**src/rtl/truth_table_sweeper.sv**
```systemverilog
// Exhaustive stimulus engine: walks every input vector of an N_IN-input block,
// holds each for HOLD_CYCLES clocks and checks the output against EXP_TABLE.
module truth_table_sweeper #(
    parameter int unsigned              N_IN         = 4,
    parameter int unsigned              HOLD_CYCLES  = 20,
    parameter logic [(2**N_IN)-1:0]     EXP_TABLE    = 16'h6996,
    parameter bit                       STOP_ON_FAIL = 1'b0
) (
    input  logic            clk,
    input  logic            rst,
    input  logic            start,
    input  logic            dut_f,
    output logic [N_IN-1:0] stim,
    output logic            busy,
    output logic            done,
    output logic            pass,
    output logic [N_IN:0]   err_count,
    output logic            first_fail_valid,
    output logic [N_IN-1:0] first_fail_vec
);

    localparam int unsigned     HW        = (HOLD_CYCLES > 1) ? $clog2(HOLD_CYCLES) : 1;
    localparam int unsigned     EW        = N_IN + 1;
    localparam logic [HW-1:0]   HOLD_LAST = HW'(HOLD_CYCLES - 1);
    localparam logic [N_IN-1:0] STIM_LAST = '1;

    typedef enum logic [1:0] {
        S_IDLE,
        S_APPLY,
        S_DONE
    } state_t;

    state_t          state_q, state_d;
    logic [N_IN-1:0] stim_q, stim_d;
    logic [HW-1:0]   hold_q, hold_d;
    logic [N_IN:0]   err_q, err_d;
    logic            ffv_q, ffv_d;
    logic [N_IN-1:0] ffvec_q, ffvec_d;
    logic            done_q, done_d;
    logic            pass_q, pass_d;
    logic            mismatch;
    logic            stop;

    always_ff @(posedge clk) begin
        if (rst) begin
            state_q <= S_IDLE;
            stim_q  <= '0;
            hold_q  <= '0;
            err_q   <= '0;
            ffv_q   <= 1'b0;
            ffvec_q <= '0;
            done_q  <= 1'b0;
            pass_q  <= 1'b0;
        end else begin
            state_q <= state_d;
            stim_q  <= stim_d;
            hold_q  <= hold_d;
            err_q   <= err_d;
            ffv_q   <= ffv_d;
            ffvec_q <= ffvec_d;
            done_q  <= done_d;
            pass_q  <= pass_d;
        end
    end

    always_comb begin
        state_d  = state_q;
        stim_d   = stim_q;
        hold_d   = hold_q;
        err_d    = err_q;
        ffv_d    = ffv_q;
        ffvec_d  = ffvec_q;
        done_d   = done_q;
        pass_d   = pass_q;
        mismatch = 1'b0;
        stop     = 1'b0;

        case (state_q)
            S_IDLE, S_DONE: begin
                if (start) begin
                    state_d = S_APPLY;
                    stim_d  = '0;
                    hold_d  = '0;
                    err_d   = '0;
                    ffv_d   = 1'b0;
                    ffvec_d = '0;
                    done_d  = 1'b0;
                    pass_d  = 1'b0;
                end
            end
            S_APPLY: begin
                if (hold_q == HOLD_LAST) begin
                    // Compare only on the final hold cycle so dut_f has settled.
                    mismatch = (dut_f != EXP_TABLE[stim_q]);
                    stop     = STOP_ON_FAIL && mismatch;
                    err_d    = err_q + EW'(mismatch);
                    if (mismatch && !ffv_q) begin
                        ffv_d   = 1'b1;
                        ffvec_d = stim_q;
                    end
                    hold_d = '0;
                    if ((stim_q != STIM_LAST) && !stop) begin
                        stim_d = stim_q + N_IN'(1);
                    end else begin
                        state_d = S_DONE;
                        stim_d  = '0;
                        done_d  = 1'b1;
                        pass_d  = (err_d == '0);
                    end
                end else begin
                    hold_d = hold_q + HW'(1);
                end
            end
            default: state_d = S_IDLE;
        endcase
    end

    assign stim             = stim_q;
    assign busy             = (state_q == S_APPLY);
    assign done             = done_q;
    assign pass             = pass_q;
    assign err_count        = err_q;
    assign first_fail_valid = ffv_q;
    assign first_fail_vec   = ffvec_q;

endmodule

```
**config.mk**
```make
export PLATFORM = sky130hd
export DESIGN_NAME = truth_table_sweeper
export DESIGN_NICKNAME = d
export VERILOG_FILES = /design/src/rtl/truth_table_sweeper.sv
export SDC_FILE = /design/constraint.sdc
export NUM_CORES = 1
export LEC_CHECK = 0
export ABC_AREA = 1
export CORE_ASPECT_RATIO = 0.7
export CORE_UTILIZATION = 45
export DETAILED_ROUTE_END_ITERATION = 12
export PLACE_DENSITY = 0.69
export SLEW_MARGIN = 10
export SYNTH_ARGS = -nofsm -noshare
export SYNTH_HDL_FRONTEND = slang
export SYNTH_SLANG_ARGS = --single-unit
```
**constraint.sdc**
```tcl
create_clock -name clk -period 3.4 [get_ports clk]
set_clock_uncertainty 0.1 [all_clocks]
set_input_delay 0.68 -clock clk [delete_from_list [all_inputs] [get_ports clk]]
set_output_delay 0.68 -clock clk [all_outputs]
set_load 0.02 [all_outputs]
```
# Yosys cells after proc, flatten, opt, wreduce, memory -nomap -nowiden

Memory sizes are Yosys's and may differ from the RTL's. A register that Yosys moved wholly into a read port is not among the register bits.
Cells that the tools add are included.

Reduce and logical (&&, ||, !) cells: 11
Multiplexer cells: 29
$lt $le $gt $ge: 1
Equal/unequal tests: 9
Add/subtract/negate cells: 3

Operators by type and width:

| operator                                                                      | count |
|---|---|
| 4-bit 2-to-1 mux                                                              | 7 |
| 5-bit one-hot mux with 2 select lines                                         | 2 |
| 4-bit one-hot mux with 2 select lines                                         | 2 |
| 5-bit 2-to-1 mux                                                              | 3 |
| 1-bit 2-to-1 mux                                                              | 8 |
| 4-bit AND reduction                                                           | 2 |
| 2-bit 2-to-1 mux                                                              | 3 |
| 1-bit one-hot mux with 2 select lines                                         | 3 |
| 3-bit AND reduction                                                           | 2 |
| 5-bit by 1-bit adder with 5-bit output                                        | 1 |
| 5-bit by 1-bit adder with 5-bit output (second input constant)                | 1 |
| 5-bit equality test (second input constant)                                   | 1 |
| 5-bit logical NOT                                                             | 1 |
| 4-bit by 5-bit less-than comparator with 1-bit output (second input constant) | 1 |
| 4-bit by 1-bit adder with 4-bit output (second input constant)                | 1 |
| 2-bit by 1-bit != test with 1-bit output (second input constant)              | 2 |
| 2-bit != test (second input constant)                                         | 2 |
| 4-bit != test (second input constant)                                         | 1 |
| 2-bit one-hot mux with 2 select lines                                         | 1 |
| 2-bit by 1-bit equality test with 1-bit output (second input constant)        | 1 |
| 2-bit equality test (second input constant)                                   | 1 |
| 2-bit logical NOT                                                             | 1 |
| 2-bit AND reduction                                                           | 1 |
| 2-bit nonzero test                                                            | 1 |
| other kinds (4)                                                               | 4 |

Memories: 1
Word-level logic and storage cells: 62
Bits in registers: 23
Output and inout bits: 17
Bits in read-only memories: 16
Bits of input ports: 4

Memory list:

| name            | words | width | rd ports | clocked after memory_dff | wr ports | line | RTL |
|---|---|---|---|---|---|---|---|
| (no name shown) | 16    | 1     | 1        | 1                        | 0        | 94   | `mismatch = (dut_f != EXP_TABLE[stim_q]);` |

# Logic depth before layout (Yosys ltp)

Depth in word-level cells: 8
Depth in mapped cells: 12
Mapped depth without buffers: 12

# Worst setup path before layout

OpenSTA, ideal clock, no wires.

Path kind: input -> register
Start point: in dut_f
End point: reg err_q[4], in the netlist err_count[4]
Stages: 7
Path buffers: 0
Arrival: 1747 ps
Required time: 3230 ps
Slack: 1483 ps
Library setup time: 70 ps
Path through: xor2_1 > ha_1 > ha_1 > nand3_1 > xor2_1 > or2_0 > a21oi_1

Cells in the longest elaborated chain, start to end: 4

RTL lines:

| what                                   | line | RTL |
|---|---|---|
| start: declaration                     | 12   | `input logic dut_f,` |
| 1-bit != test                          | 94   |  |
| 5-bit by 1-bit adder with 5-bit output | 96   | `err_d = err_q + EW'(mismatch);` |
| 5-bit 2-to-1 mux                       | 92   | `if (hold_q == HOLD_LAST) begin` |
| 5-bit one-hot mux with 2 select lines  | 78   | `case (state_q)` |
| end signal: assignment                 | 58   | `err_q <= err_d;` |
| end: declaration                       | 36   | `logic [N_IN:0] err_q, err_d;` |

Every way passes these cells. The select of a mux whose other input is x is not followed.
A chain may end at the register's enable or synchronous reset.

# Worst setup path after layout

Start point: reg state_q[0]
End point: out busy

Cells in the longest elaborated chain, start to end: 1

RTL lines:

| what                                           | line | RTL |
|---|---|---|
| start: declaration                             | 33   | `state_t state_q, state_d;` |
| start signal: assignment                       | 55   | `state_q <= state_d;` |
| 2-bit by 1-bit equality test with 1-bit output | 119  | `assign busy = (state_q == S_APPLY);` |
| end: declaration                               | 14   | `output logic busy,` |

Every way passes these cells.

==> flow_summary_export.csv <==
group,metric,value,unit
layout,area_delta_synth_final,23.0,%
global_route,antenna_found_initial,0,
global_route,grt_pass1_vias,1098,
sta,slew_violations,0,
run_status,status,"finished clean",
power,p_switching,208,µW
floorplan,die-area,3100,µm²
floorplan,num_rows,15,
power,power_frac_clock,29.1,%
route,drtPass1Iterations,4,
clock_network,clock_latency,0.27,ns
logic_synthesis,synthSimpleGateAreaFrac,39.4,%
setup_path,cp.arrival,1.65,ns
sta,setup_viol_count_final,0,
logic_synthesis,synth_mux_area_share,0,%
clock_network,cts_buffers,3,
floorplan,start_util,50.0,%
setup_path,crit_fanout,9,
logic_synthesis,synthCells,184,
sta,whs,0.362,ns
logic_synthesis,synth_nets,192,
logic_synthesis,synth-xor-area-share,3.38,%
logic_synthesis,synth_seq_area_share,37.1,%
flow_run,cap_violations,0,
power,vdd_drop_max,0.177,mV
floorplan,die_y,46.9,µm
route,antenna_left,0,
floorplan,coreArea,2590,µm²
route,first_iter_violations,72,
setup_path,critPathRequiredTime,2.62,ns
clock_network,ctsResizeCount,0,
power,seq_power_share,47.0,%
logic_synthesis,yosysUniqueCellTypes,23,
clock_network,ctsLongestPathBuffers,2,
power,swShare,31.4,%
logic_synthesis,synth-seq-cells,24,
global_route,grt_pass1_wl,4.95,mm
global_route,grt_use_total,22.1,%
logic_synthesis,synth_top_family_by_area,"simple AND/OR/NAND/NOR gates",
floorplan,die_w,66.1,µm
min_path,hold_class,"flip-flop to flip-flop",
clock_network,clock_sinks,24,
route,routed_wirelength,3.03,mm
logic_synthesis,synth-compound-area-share,8.99,%
clock_network,cts_setup_buffers,0,
sta,slew_headroom,77.7,%
sta,fin_setup_tns,0,ns
power,internal_power,455,µW
power,p_per_area,417,nW/µm²
layout,drive_gt1_share,8.70,%
clock_network,cts.clk_slew.worst_paths,0.08,ns
route,via_per_inst,5.13,
route,wire_per_inst,12.6,µm
logic_synthesis,yosys_warnings,0,
logic_synthesis,synth_area,1290,µm²
floorplan,io_pins,21,
global_route,grt_max_degree,17,
place,gp_congestion,0.832,
place,placed_area,1540,µm²
layout,fin_nets,216,
route,vias,1237,
layout,final_cells,241,
sta,min_period_over_period,71.4,%
layout,final_cell_mix,"nand2_1 (58), nand3_1 (26), dfxtp_1 (24), clkdlybuf4s50_1 (20), inv_1 (17)",
setup_path,worst_setup_path_end_kind,"primary output",
logic_synthesis,synth_fa_ha_area_share,3.87,%
layout,stdcell_area,1590,µm²
route,route.detailed.drc,0,
sta,max_freq,412,MHz
clock_network,ctsHtreeMaxLevel,1,
clock_network,hold_buffers,0,
sta,tightest_slew,0.333,ns
layout,fin_util,61.4,%
place,hpwl,2.31,mm
setup_path,path_class,"flip-flop to primary output",
place,place_inst,237,
logic_synthesis,avgSynthCellArea,7.03,µm²
clock_network,cts_tree,"yes",
layout,antenna_cells,0,
sta,post-route-min-period,2.43,ns
setup_path,critPathLaunchType,"flip-flop",
clock_network,root_buffer,"clkbuf_8",
power,combPwrFrac,23.9,%
sta,rsz0062_at_grt,"false",
power,leakage,0.000661,µW
sta,hold_viol_final,0,
layout,final_common_cell,"nand2_1",
place,numPortBuffers,20,
global_route,grt_overflow,0,
## registers in the layout (all words and copies together), names as in the netlist, named ones only
register	cells
done	1
state_q	2
pass	1
first_fail_vec	4
stim	4
first_fail_valid	1
hold_q	5
err_count	5
## worst paths after layout
path / slack (ns) / cells after the start / from / end
max reg2reg: 1.51 / 12 / hold_q[0]$_SDFFE_PP0P_ / flip-flop
min: 0.36 / 2 / done$_SDFFE_PP0P_ / done$_SDFFE_PP0P_
min reg2reg: 0.36 / 2 / done$_SDFFE_PP0P_ / done$_SDFFE_PP0P_
max: 0.97 / 3 / state_q[0]$_SDFFE_PP0P_ / busy
## cells in the mapped netlist, drive strengths merged
cell type	count	area, µm²
xnor2	3	26.3
nor2	11	80.1
nand2	63	264
clkinv	3	11.3
a221oi	1	8.76
a21oi	16	80.1
dfxtp	24	480
or2	2	12.5
inv	20	75.1
xor2	2	17.5
nor3	1	5.00
nand3	27	148
o21ai	4	20.0
ha	4	50.1
a211oi	1	7.51
clkbuf	2	7.51
## cells by family after synthesis
family / Yosys count
AOI/OAI and AO/OA: 22
xor gates and xnor gates: 5
adders and majority gates: 4
buffers and inverters: 25
DFF: 24
and+or+nand+nor: 104
## metrics by stage
stage               power, µW  setup WS [ns]
finish                    663          0.972
global route              703          0.903
CTS                       667          0.979
detailed placement        475          0.863
global placement          473          0.932
floorplan                 427           1.48
## routing by layer
metal	vias to the layer above	track usage, %	share of wire, %	routed length, µm
met4	0	5.96	0.89	27
met2	29	33.3	42	1280
met3	4	5.83	4.3	131
met1	568	31.4	52	1590
met5	-	0	0	0
li1	636	-	-	-
## cell type report
type | count | area (µm²)
Clock buffer | 4 | 55.1
Timing Repair Buffer | 21 | 208
Fill cell | 244 | 998
Sequential cell | 24 | 480
Inverter | 23 | 86.3
Tap cell | 34 | 42.5
Multi-Input combinational cell | 135 | 719
## worst max-delay path: stages, from the launching register on
cell and delay, ns:
dfxtp_1 0.44, inv_2 0.11, nor2_8 0.19, clkdlybuf4s50_1 0.63
## power groups by stage
stage / registers [µW] / clock network (µW) / logic [µW]
6_report: 312 / 193 / 158
5_1_grt: 314 / 212 / 176
4_1_cts: 312 / 198 / 158
3_5_place_dp: 318 / 0 / 157
3_3_place_gp: 317 / 0 / 155
2_1_floorplan: 323 / 0 / 104
Note: power is estimated with default switching activity, not from simulation.
